===== config.mk =====
export PLATFORM = sky130hd
export DESIGN_NAME = seq_divider_flat
export DESIGN_NICKNAME = d
export VERILOG_FILES = /design/src/rtl/seq_divider_if.sv /design/src/rtl/seq_divider.sv /design/src/flat_wrapper.sv
export SDC_FILE = /design/constraint.sdc
export NUM_CORES = 1
export LEC_CHECK = 0
export CAP_MARGIN = 20
export CORE_MARGIN = 2
export CORE_UTILIZATION = 40
export DETAILED_ROUTE_END_ITERATION = 16
export PLACE_DENSITY = 0.68
export SLEW_MARGIN = 0
export SYNTH_ARGS = -nofsm -noshare
export SYNTH_HDL_FRONTEND = slang
export SYNTH_SLANG_ARGS = --single-unit

===== constraint.sdc =====
create_clock -name clock -period 4.6 [get_ports clock]
set_input_delay 1.15 -clock clock [delete_from_list [all_inputs] [get_ports clock]]
set_output_delay 1.15 -clock clock [all_outputs]
set_load 0.03 [all_outputs]

===== src/rtl/seq_divider_if.sv =====
// seq_divider_if: start/busy/done handshake bundle for the sequential divider.
//   start    - request strobe (master -> divider)
//   numer    - signed dividend, sampled with start
//   denom    - signed divisor, sampled with start
//   busy     - operation in progress (divider -> master)
//   done     - one-cycle completion pulse
//   quotient - signed quotient, truncated toward zero
//   remain   - signed remainder, sign follows the dividend
//   divzero  - last completed operation had a zero divisor
interface seq_divider_if #(
    parameter int WIDTH = 16
);
    logic             start;
    logic [WIDTH-1:0] numer;
    logic [WIDTH-1:0] denom;
    logic             busy;
    logic             done;
    logic [WIDTH-1:0] quotient;
    logic [WIDTH-1:0] remain;
    logic             divzero;

    modport master (
        output start, numer, denom,
        input  busy, done, quotient, remain, divzero
    );

    modport slave (
        input  start, numer, denom,
        output busy, done, quotient, remain, divzero
    );
endinterface


===== src/rtl/seq_divider.sv =====
// seq_divider: multi-cycle signed divider using a restoring shift-subtract
// loop, one quotient bit per clock. Fixed latency of WIDTH+2 clocks from the
// accepted start to the done pulse, including divide-by-zero.
// Ports:
//   clock - system clock, rising edge
//   reset - synchronous, active-high; aborts any operation in progress
//   bus   - seq_divider_if slave modport (start/numer/denom in,
//           busy/done/quotient/remain/divzero out)
module seq_divider #(
    parameter int WIDTH = 16
) (
    input  logic          clock,
    input  logic          reset,
    seq_divider_if.slave  bus
);
    localparam int CW = $clog2(WIDTH);

    typedef enum logic [1:0] {
        ST_IDLE = 2'b00,
        ST_RUN  = 2'b01,
        ST_FIX  = 2'b10,
        ST_DONE = 2'b11
    } state_t;

    // Unsigned magnitude of a two's-complement value; the most negative value
    // maps onto itself, which is exact when read as unsigned.
    function automatic logic [WIDTH-1:0] abs_val(input logic [WIDTH-1:0] v);
        if (v[WIDTH-1]) begin
            abs_val = {WIDTH{1'b0}} - v;
        end else begin
            abs_val = v;
        end
    endfunction

    // Conditional two's-complement negation.
    function automatic logic [WIDTH-1:0] neg_if(input logic             neg,
                                                input logic [WIDTH-1:0] v);
        if (neg) begin
            neg_if = {WIDTH{1'b0}} - v;
        end else begin
            neg_if = v;
        end
    endfunction

    state_t           state_q,   state_d;
    logic [CW-1:0]    cnt_q,     cnt_d;
    logic [WIDTH:0]   prem_q,    prem_d;     // partial remainder, WIDTH+1 bits
    logic [WIDTH-1:0] dvd_q,     dvd_d;      // dividend bits out, quotient bits in
    logic [WIDTH-1:0] dsr_q,     dsr_d;      // divisor magnitude
    logic [WIDTH-1:0] numer_q,   numer_d;    // raw dividend for the zero-divisor result
    logic             qneg_q,    qneg_d;
    logic             rneg_q,    rneg_d;
    logic             dz_q,      dz_d;
    logic             busy_q,    busy_d;
    logic             done_q,    done_d;
    logic [WIDTH-1:0] quot_q,    quot_d;
    logic [WIDTH-1:0] rem_q,     rem_d;
    logic             divzero_q, divzero_d;

    logic [WIDTH:0]   shift_s;
    logic [WIDTH+1:0] trial_s;

    // One restoring step: shift the next dividend bit into the partial
    // remainder and trial-subtract the divisor. The extra top bit of trial_s
    // is the borrow that tells whether the subtraction went negative.
    always_comb begin
        shift_s = {prem_q[WIDTH-1:0], dvd_q[WIDTH-1]};
        trial_s = {1'b0, shift_s} - {2'b00, dsr_q};
    end

    // Next-state, datapath and registered-output logic.
    always_comb begin
        state_d   = state_q;
        cnt_d     = cnt_q;
        prem_d    = prem_q;
        dvd_d     = dvd_q;
        dsr_d     = dsr_q;
        numer_d   = numer_q;
        qneg_d    = qneg_q;
        rneg_d    = rneg_q;
        dz_d      = dz_q;
        busy_d    = 1'b0;
        done_d    = 1'b0;
        quot_d    = quot_q;
        rem_d     = rem_q;
        divzero_d = divzero_q;

        case (state_q)
            ST_IDLE: begin
                if (bus.start) begin
                    numer_d = bus.numer;
                    rneg_d  = bus.numer[WIDTH-1];
                    qneg_d  = bus.numer[WIDTH-1] ^ bus.denom[WIDTH-1];
                    dz_d    = (bus.denom == {WIDTH{1'b0}});
                    dvd_d   = abs_val(bus.numer);
                    dsr_d   = abs_val(bus.denom);
                    prem_d  = {(WIDTH+1){1'b0}};
                    cnt_d   = CW'(WIDTH - 1);
                    busy_d  = 1'b1;
                    state_d = ST_RUN;
                end else begin
                    state_d = ST_IDLE;
                end
            end
            ST_RUN: begin
                busy_d = 1'b1;
                if (trial_s[WIDTH+1]) begin
                    prem_d = shift_s;
                    dvd_d  = {dvd_q[WIDTH-2:0], 1'b0};
                end else begin
                    prem_d = trial_s[WIDTH:0];
                    dvd_d  = {dvd_q[WIDTH-2:0], 1'b1};
                end
                if (cnt_q == {CW{1'b0}}) begin
                    state_d = ST_FIX;
                end else begin
                    cnt_d = cnt_q - {{(CW-1){1'b0}}, 1'b1};
                end
            end
            ST_FIX: begin
                done_d    = 1'b1;
                divzero_d = dz_q;
                // A zero divisor runs the loop for fixed latency only; its
                // result is forced rather than taken from the loop.
                if (dz_q) begin
                    quot_d = {WIDTH{1'b1}};
                    rem_d  = numer_q;
                end else begin
                    quot_d = neg_if(qneg_q, dvd_q);
                    rem_d  = neg_if(rneg_q, prem_q[WIDTH-1:0]);
                end
                state_d = ST_DONE;
            end
            ST_DONE: begin
                state_d = ST_IDLE;
            end
            default: begin
                state_d = ST_IDLE;
            end
        endcase
    end

    // State and datapath registers with synchronous reset.
    always_ff @(posedge clock) begin
        if (reset) begin
            state_q   <= ST_IDLE;
            cnt_q     <= {CW{1'b0}};
            prem_q    <= {(WIDTH+1){1'b0}};
            dvd_q     <= {WIDTH{1'b0}};
            dsr_q     <= {WIDTH{1'b0}};
            numer_q   <= {WIDTH{1'b0}};
            qneg_q    <= 1'b0;
            rneg_q    <= 1'b0;
            dz_q      <= 1'b0;
            busy_q    <= 1'b0;
            done_q    <= 1'b0;
            quot_q    <= {WIDTH{1'b0}};
            rem_q     <= {WIDTH{1'b0}};
            divzero_q <= 1'b0;
        end else begin
            state_q   <= state_d;
            cnt_q     <= cnt_d;
            prem_q    <= prem_d;
            dvd_q     <= dvd_d;
            dsr_q     <= dsr_d;
            numer_q   <= numer_d;
            qneg_q    <= qneg_d;
            rneg_q    <= rneg_d;
            dz_q      <= dz_d;
            busy_q    <= busy_d;
            done_q    <= done_d;
            quot_q    <= quot_d;
            rem_q     <= rem_d;
            divzero_q <= divzero_d;
        end
    end

    assign bus.busy     = busy_q;
    assign bus.done     = done_q;
    assign bus.quotient = quot_q;
    assign bus.remain   = rem_q;
    assign bus.divzero  = divzero_q;

endmodule


===== src/flat_wrapper.sv =====
// flat-port wrapper written by rule: the top's interface ports become plain ports
module seq_divider_flat 
#(
    parameter int WIDTH = 16
)
  (clock, reset, bus_start, bus_numer, bus_denom, bus_busy, bus_done, bus_quotient, bus_remain, bus_divzero);
  seq_divider_if #(.WIDTH(WIDTH)) bus_i ();
  input  logic clock;
  input  logic reset;
  input wire logic [$bits(bus_i.start)-1:0] bus_start;
  input wire logic [$bits(bus_i.numer)-1:0] bus_numer;
  input wire logic [$bits(bus_i.denom)-1:0] bus_denom;
  output wire logic [$bits(bus_i.busy)-1:0] bus_busy;
  output wire logic [$bits(bus_i.done)-1:0] bus_done;
  output wire logic [$bits(bus_i.quotient)-1:0] bus_quotient;
  output wire logic [$bits(bus_i.remain)-1:0] bus_remain;
  output wire logic [$bits(bus_i.divzero)-1:0] bus_divzero;
  assign bus_i.start = bus_start;
  assign bus_i.numer = bus_numer;
  assign bus_i.denom = bus_denom;
  assign bus_busy = bus_i.busy;
  assign bus_done = bus_i.done;
  assign bus_quotient = bus_i.quotient;
  assign bus_remain = bus_i.remain;
  assign bus_divzero = bus_i.divzero;
  seq_divider #(.WIDTH(WIDTH)) u_core (.clock(clock), .reset(reset), .bus(bus_i));
endmodule

== Yosys cells after proc, flatten, opt, wreduce, memory -nomap -nowiden ==
Cells that the tools add are included.

* Bitwise gates (word level): 1
* Equality and inequality tests: 6
* Reduce and logical (&&, ||, !) cells: 7
* Add/sub/neg operators: 6
* Mux-type cells: 21

{| class="wikitable"
|+ Operators by type and width
! operator !! count
|-
| $mux 16 || 9
|-
| $pmux 16 s2 || 2
|-
| $sub 1x16->16 const A || 4
|-
| $sub 17x16->18 || 1
|-
| $logic_not 16->1 || 1
|-
| $mux 4 || 2
|-
| $pmux 2 s4 || 1
|-
| $pmux 4 s2 || 1
|-
| $eq 2x2->1 const B || 2
|-
| $logic_not 4->1 || 1
|-
| $mux 1 || 4
|-
| $ne 2x2->1 const B || 2
|-
| $reduce_and 2->1 || 2
|-
| $sub 4x1->4 const B || 1
|-
| $reduce_and 3->1 || 1
|-
| $eq 2x1->1 const B || 1
|-
| $logic_not 2->1 || 1
|-
| $mux 2 || 1
|-
| $ne 2x1->1 const B || 1
|-
| $pmux 1 s2 || 1
|-
| $reduce_bool 2->1 || 1
|-
| $xor 1x1->1 || 1
|}

* Bits in registers: 108

== Depth between registers and ports, before layout ==
Gate-level depths: netlist of run 1.

* Depth after elaboration: 4
* Depth in mapped cells: 11
* Depth with buffers taken out: 10

== Least setup slack after synthesis of run 1 ==
OpenSTA, ideal clock, no wires.

* Kind: input port to flip-flop
* Start point: in bus_numer[4]
* End point: reg u_core.dvd_q[13]
* Stages on the path: 7
* Library setup time: 0.101 ns
* Path buffers: 0
* Setup slack: 1.490 ns
* Data required time: 4.499 ns
* Arrival time: 3.009 ns
* Cell sequence: or3_1 -> or4_1 -> or3_1 -> o31ai_1 -> xnor2_1 -> nor2_1 -> o41ai_1

* Longest elaborated chain between the ends: 4

{| class="wikitable"
|+ RTL lines
! what !! RTL line !! RTL
|-
| from (decl) || flat_wrapper.sv:11 || <nowiki>input wire logic [$bits(bus_i.numer)-1:0] bus_numer;</nowiki>
|-
| $sub 1x16->16 || seq_divider.sv:29 || <nowiki>abs_val = {WIDTH{1'b0}} - v;</nowiki>
|-
| $mux 16 || seq_divider.sv:28 || <nowiki>if (v[WIDTH-1]) begin</nowiki>
|-
| $mux 16 || seq_divider.sv:90 || <nowiki>if (bus.start) begin</nowiki>
|-
| $pmux 16 s2 || seq_divider.sv:88 || <nowiki>case (state_q)</nowiki>
|-
| to (signal assigned) || seq_divider.sv:149 || <nowiki>dvd_q <= {WIDTH{1'b0}};</nowiki>
|-
| to (signal assigned) || seq_divider.sv:164 || <nowiki>dvd_q <= dvd_d;</nowiki>
|-
| to (decl) || seq_divider.sv:48 || <nowiki>logic [WIDTH-1:0] dvd_q, dvd_d;</nowiki>
|}

Every way passes these cells. The select of a mux whose other input is x is not followed.
A chain may end at the register's enable or synchronous reset.

== Final worst setup path of run 1 ==
Ends and elaborated chain as after synthesis.

==> run summary, run 1 <==
Status -> complete, no violations
Postcts setup bufs -> 0
Clock insertion delay at the later pin of the skew report -> 0.35 ns
Slew Viols, Final -> 0
Most used DFF post-synth -> dfxtp_1
Worst EP arrival -> 3.72 ns
Final Hold Viols -> 0
Cell count after synthesis -> 792
Net Sw Power -> 1805 uW
Std cell rows -> 45
ANT cells -> 0
First-pass GRT wire length -> 25.69 mm
Min Clock Period, post-route -> 3.473 ns
Setup crit start kind -> primary input
Worst Path Class, Setup -> primary input to register
Die Wd -> 127.9 um
Setup Viol. Count Final -> 0
Total GRT Usage -> 19.35%
Detailed placement HPWL -> 11.19 mm
CP max FO -> 5
Syn Area/Cell -> 7.757 sq um
CTS tree -> done
Number of synthesized flops with an enable pin -> 0
Reg clk slew, reported paths -> 0.07 ns
RSZ-0062 raised after global routing -> no
Post-Syn Area -> 6143 sq um
Ys Warns -> 0
Clock sinks -> 107
Antenna violations before repair -> 0
Cell area power density -> 573.9 nW/um^2
Pin count of the biggest net entering global routing -> 70
Die footprint -> 16370 sq um
Seq pwr share -> 32.8%
HP Class -> register to register
Vias post-DR -> 5605
DR WL/cell -> 15.11 um
Worst-Margin Slew -> 0.8882 ns
CTS Buffer Depth -> 2
Area Growth Syn to Fin -> 17.96%
Layout cells sized above 1 -> 4.038%
Most common cell after layout, fill and taps aside -> nand2_1
Cts bufs inserted -> 9
H-Tree Depth -> 3
Setup Skew -> 0.009800 ns
Routed Antenna Nets -> 0
Crit. End Element -> register
Asr flop ratio synth -> 0%
Combinational share of power -> 49.4%
Vias in the first global route -> 5049
Port Buffers -> 69
Clock share of power -> 17.8%
Hold_buf cts -> 0
Max cap viols -> 0
Floorplan core area -> 15090 sq um
Fmax -> 0.2879 GHz
Seq/Total Area, Yosys -> 34.87%
Post-cts resize count -> 0
Int Pwr -> 2354 uW
Number of I/O pins -> 70
Setup TNS -> 0 ns
Congestion Overflow GR -> 0
Sw Share -> 43.40%
Worst hold slack -> 0.4562 ns
VDD IR max -> 0.2421 mV
Pleak -> 0.002710 uW
WL final -> 15.56 mm
Max_slew headroom -> 40.78%
Initial core utilization -> 40.71%
Most frequent cells in the layout -> nand2_1, dfxtp_1, nor2_1, clkdlybuf4s50_1, o21ai_0
Final layout net count -> 897
Syn_nets -> 852
Clk root buf -> clkbuf_16
FF+latch count, synth -> 107
GPL Wtd Cong -> 0.8659
Via/cell ratio -> 5.442
Netlist cell types -> 52
Drt first pass iters -> 5
1st-iter DRT viols -> 427
Die H -> 127.9 um
Tcrit/Tclk final -> 75.51%
Drt drc -> 0
Critical Path RT -> 4.85 ns
## registers in the layout (all words and copies together) (netlist names)
signal / count
u_core.bus.done: 1
u_core.qneg_q: 1
u_core.rneg_q: 1
u_core.state_q: 2
u_core.bus.quotient: 16
u_core.cnt_q: 4
u_core.bus.divzero: 1
u_core.prem_q: 16
u_core.dvd_q: 16
u_core.numer_q: 15
u_core.dsr_q: 16
u_core.bus.remain: 16
u_core.dz_q: 1
u_core.bus.busy: 1
## stage by stage
stage / util [%] / area [sq um] / instances / setup WS [ns] / power (uW)
6_report: 48.03 / 7247 / 1030 / 1.127 / 4159
5_1_grt: 48.03 / 7247 / 1030 / 0.9660 / 4486
4_1_cts: 48.03 / 7247 / 1030 / 1.147 / 4174
2_1_floorplan: - / 6143 / 792 / 1.490 / 2829
3_5_place_dp: 46.19 / 6970 / 1014 / 0.7814 / 3429
3_3_place_gp: 46.19 / 6970 / 1014 / 0.8391 / 3401
## kinds of logic (layout without fill, tap and decap cells)
kind of cell / count (synthesis) / count (layout) / share of synthesized area, %
simple gates: 277 / 277 / 19.90
compound gates: 228 / 228 / 23.89
flops: 107 / 107 / 34.87
buf+inv: 77 / 127 / 4.745
xor+xnor: 65 / 65 / 9.267
fa+ha+maj: 25 / 25 / 5.214
mux: 13 / 13 / 2.118
## worst max-delay path, cell delays in order
cell	delay, ns
clkdlybuf4s50_1	0.48
or3_1	0.41
or4_1	0.46
or3_1	0.41
o31ai_1	0.27
xnor2_1	0.15
nor2_1	0.05
o41ai_1	0.33
## power by group through the flow
stage          logic (uW)  registers, uW  clock network [uW]
2_1_floorplan        1330           1500                   0
3_5_place_dp         2050           1380                   0
5_1_grt              2300           1400                 793
4_1_cts              2060           1360                 754
6_report             2060           1360                 739
3_3_place_gp         2030           1370                   0
## final cells by class
| class | instances | area [sq um] |
|---|---|---|
| Clock buffer | 10 | 229.0 |
| Clock inverter | 6 | 47.55 |
| Fill cell | 1503 | 7843 |
| Inverter | 32 | 120.1 |
| Multi-Input combinational cell | 608 | 3712 |
| Sequential cell | 107 | 2142 |
| Tap cell | 188 | 235.2 |
| Timing Repair Buffer | 79 | 760.7 |
## cells in the mapped netlist (all sizes together), types with 2 or more instances
| cell | number | area share, % |
|---|---|---|
| nand2 | 129 | 7.9 |
| a31oi | 4 | 0.41 |
| clkbuf | 38 | 2.3 |
| dfxtp | 107 | 35 |
| a22oi | 2 | 0.24 |
| a311oi | 8 | 1.1 |
| ha | 24 | 4.9 |
| nor3 | 5 | 0.41 |
| inv | 31 | 1.9 |
| nor4 | 2 | 0.20 |
| nand3 | 6 | 0.49 |
| a2111oi | 2 | 0.29 |
| a21boi | 3 | 0.37 |
| o21ai | 58 | 4.7 |
| buf | 7 | 0.47 |
| a21oi | 55 | 4.5 |
| o22ai | 10 | 1.0 |
| or4 | 11 | 1.3 |
| o31a | 3 | 0.43 |
| o21a | 2 | 0.24 |
| a22o | 4 | 0.57 |
| o211ai | 13 | 1.6 |
| a211oi | 24 | 3.0 |
| or2 | 3 | 0.31 |
| o41ai | 7 | 1.0 |
| a211o | 3 | 0.43 |
| o31ai | 17 | 2.1 |
| or3 | 12 | 1.2 |
| nand2b | 11 | 1.1 |
| xor2 | 34 | 4.8 |
| xnor2 | 31 | 4.4 |
| and2 | 5 | 0.51 |
| a32oi | 4 | 0.57 |
| a21o | 5 | 0.61 |
| mux2i | 13 | 2.1 |
| nor2b | 7 | 0.71 |
| nor2 | 80 | 4.9 |
## path summary, 6_finish.rpt
kind	to	slack [ns]	depth (start not counted)	start
max	u_core.dvd_q[13]	1.13	8	bus_numer[4]
min	u_core.numer_q[13]	0.46	2	u_core.numer_q[13]
max reg2reg	u_core.prem_q[11]	1.49	7	u_core.prem_q[11]
min reg2reg	u_core.numer_q[13]	0.46	2	u_core.numer_q[13]
## layer usage
metal	part of all wire [%]	up-vias	track usage (%)
met5	0	-	0
met4	1.8	0	6.206
met3	3.2	16	2.254
met2	44	116	30.51
met1	51	2597	27.64
li1	-	2876	-
Power figures use the tool's default switching activity.
==> run 2: changes to the inputs <==
PLACE_DENSITY = 0.7   (was 0.68)
clock period = 3 ns   (was 4.6 ns; I/O delays follow)
==> run 2 against run 1 <==
Net effect:
- sequential share of layout area decreased by 1.0 points
- non-clock buffer count increased by 29
- hold slack worse by 0.00084 ns
- register-to-register slack worse by 1.2 ns
- first-iteration DRC count is 3.7% higher
- via count is 1.4% higher
- die area unchanged
- critical path type unchanged
- highest routed layer unchanged
==> run summary, run 2 (same netlist as run 1, synthesis figures left out) <==
Drt first pass iters -> 5 (unchanged)
Floorplan core area -> 15090 sq um (unchanged)
Combinational share of power -> 48.9% (-0.5 points)
Hold Path Depth -> 2 (unchanged)
Final WS setup -> 0.1586 ns (-0.9680 ns)
Antenna violations before repair -> 0 (unchanged)
Cell area power density -> 869.9 nW/um^2 (+52%)
Setup TNS -> 0 ns (unchanged)
Pin count of the biggest net entering global routing -> 51 (-27%)
Reg2reg start -> u_core.prem_q[8]
Die footprint -> 16370 sq um (unchanged)
1st-iter DRT viols -> 443 (+3.7%)
Port Buffers -> 69 (unchanged)
Seq pwr share -> 31.9% (-0.9 points)
Worst-path cell chain -> clkdlybuf4s50_1 > or3_1 > or4_1 > or3_1 > o31ai_2 > xnor2_1 > nor2_1 > o41ai_1
First-pass GRT wire length -> 26.15 mm (+1.8%)
Clock sinks -> 107 (unchanged)
Congestion Overflow GR -> 0 (unchanged)
Sw Share -> 42.10% (-1.3 points)
Slew Viols, Final -> 0 (unchanged)
Placed cell area -> 7188 sq um (+3.1%)
ANT cells -> 0 (unchanged)
GPL Wtd Cong -> 0.8780 (+1.4%)
CP max stage cell -> or4_1
CTS Buffer Depth -> 2 (unchanged)
Final layout net count -> 926 (+3.2%)
HP Class -> register to register
Most common cell after layout, fill and taps aside -> nand2_1
Final Cell Area -> 7512 sq um (+3.7%)
Register area -> 2142 sq um (unchanged)
CP max FO -> 3 (-2)
Vias in the first global route -> 5151 (+2.0%)
Drt drc -> 0 (unchanged)
Worst path top cell family by delay -> simple AND/OR/NAND/NOR gates
Crit. End Element -> register
Reg2Reg Depth -> 7 (unchanged)
Initial core utilization -> 40.71% (unchanged)
Hold_buf cts -> 0 (unchanged)
Critical Path RT -> 3.27 ns (-1.58 ns)
Die H -> 127.9 um (unchanged)
Max_slew headroom -> 25.78% (-15 points)
Pleak -> 0.002871 uW (+6.0%)
Setup Viol. Count Final -> 0 (unchanged)
Std cell rows -> 45 (unchanged)
Routed Antenna Nets -> 0 (unchanged)
Int Pwr -> 3784 uW (+61%)
Area of the multi-input gates -> 3724 sq um (+0.30%)
Layout cells sized above 1 -> 7.577% (+3.5 points)
Fmax -> 0.3519 GHz
WL final -> 15.59 mm (+0.20%)
CTS tree -> done
Fill cells -> 1492 (-0.73%)
Clk root buf -> clkbuf_16
Final Hold Viols -> 0 (unchanged)
Vias post-DR -> 5684 (+1.4%)
Final core utilization -> 49.78% (+1.8 points)
Cts bufs inserted -> 9 (unchanged)
HP Start -> u_core.numer_q[11]
Max cap viols -> 0 (unchanged)
R2r endpoint -> u_core.bus.remain[15]
Status -> complete, no violations
Crit path top cell by count -> or3_1
Pre-CTS setup slack -> -0.2727 ns (-1.054 ns)
Total GRT Usage -> 19.89% (+0.55 points)
Crit path buf inv count -> 1 (unchanged)
Hold path endpoint -> u_core.numer_q[11]
Worst Setup SP -> bus_numer[4]
Most frequent cells in the layout -> nand2_1, dfxtp_1, nor2_1, clkdlybuf4s50_1, o21ai_0
H-Tree Depth -> 3 (unchanged)
Clock insertion delay at the later pin of the skew report -> 0.36 ns (about the same)
Worst R2R Setup Slack -> 0.34 ns (-1.15 ns)
Min Clock Period, post-route -> 2.841 ns
Max incr delay on CP -> 0.45 ns (-0.03 ns)
RSZ-0062 raised after global routing -> no
Via/cell ratio -> 5.367 (-1.4%)
Area Growth Syn to Fin -> 22.28%
Setup Skew -> 0.007779 ns (-0.002021 ns)
VDD IR max -> 0.3543 mV (+46%)
Detailed placement HPWL -> 11.42 mm (+2.0%)
Clock share of power -> 19.2% (+1.4 points)
Tcrit/Tclk final -> 94.71%
Worst Path Class, Setup -> primary input to register
DR WL/cell -> 14.72 um (-2.5%)
Worst-Margin Slew -> 1.105 ns (+0.2166 ns)
Setup crit start kind -> primary input
Number of I/O pins -> 70 (unchanged)
Reg clk slew, reported paths -> 0.08 ns (about the same)
Worst EP arrival -> 3.11 ns (-0.61 ns)
Die Wd -> 127.9 um (unchanged)
Net Sw Power -> 2751 uW (+52%)
run 2: through the flow:
stage	hold WS (ns)	cells	total power, uW
final	0.4554	1059	6535
after global routing	0.4787	1059	7035
after CTS	0.4556	1059	6538
after detailed placement	0.4460	1043	5268
after global placement	0.4436	1043	5235
after floorplan	0.4357	792	4338
run 2: area by class of cell:
cell class	count	area share, %
clock buffer	11	3.364
inverter	32	1.599
clock inverter	5	0.7995
multi-input combinational	608	49.57
sequential	107	28.51
tap	188	3.131
timing repair buffer	108	13.02
run 2: worst max-delay path by stage:
stage / end / slack [ns] / depth (start not counted)
6_report: u_core.dvd_q[13] / 0.16 / 8
4_1_cts: u_core.dvd_q[13] / 0.11 / 8
2_1_floorplan: u_core.dvd_q[13] / 0.29 / 7
3_3_place_gp: u_core.dvd_q[13] / -0.24 / 8
3_5_place_dp: u_core.dvd_q[13] / -0.27 / 8
5_1_grt: u_core.dvd_q[15] / 0.01 / 8
run 2: timing repair:
item / 4_1_cts / 5_1_grt
gates resized for setup: 0 / 2
setup buffers: 0 / 0
endpoints found under the hold margin: 0 / 0
endpoints found under the setup margin: 0 / 2
run 2: worst register-to-register path, delay by kind of cell (launching register included):
| kind | cells | cell delay (ns) |
|---|---|---|
| AND/OR/NAND/NOR | 4 | 1.66 |
| AO/OA/AOI/OAI | 3 | 0.46 |
| flip-flops | 1 | 0.40 |
run 2: power by group through the flow:
stage	Clock, uW	Combinational (uW)	Sequential [uW]
final	1260	3190	2080
after global routing	1340	3560	2140
after CTS	1280	3180	2080
after detailed placement	0	3160	2110
after global placement	0	3140	2100
after floorplan	0	2040	2290
run 2: layer usage:
layer  track usage [%]  wire (um)  share of wire (%)
met2             30.64       6819                 44
met1             28.20       7739                 50
met4             6.917        340                2.2
met3             3.297        692                4.4
met5                 0          0                  0
==> run 3: changes to the inputs <==
--- a/config.mk
+++ b/config.mk
@@ -6,7 +6,7 @@
 export NUM_CORES = 1
 export LEC_CHECK = 0
-export CAP_MARGIN = 20
 export CORE_MARGIN = 2
 export CORE_UTILIZATION = 40
+export CTS_CLUSTER_DIAMETER = 100
 export DETAILED_ROUTE_END_ITERATION = 16
 export PLACE_DENSITY = 0.7
==> constraint.sdc (replaced) <==
create_clock -name clock -period 3 [get_ports clock]
set_input_delay 0.75 -clock clock [delete_from_list [all_inputs] [get_ports clock]]
set_output_delay 0.75 -clock clock [all_outputs]
set_load 0.05 [all_outputs]
==> results of run 3 <==
Same layout as run 2 (identical final DEF). Status: complete, no violations.
Among the figures that moved: total power 6535 uW -> 6734 uW; worst IR drop on VDD 0.3543 mV -> 0.3555 mV
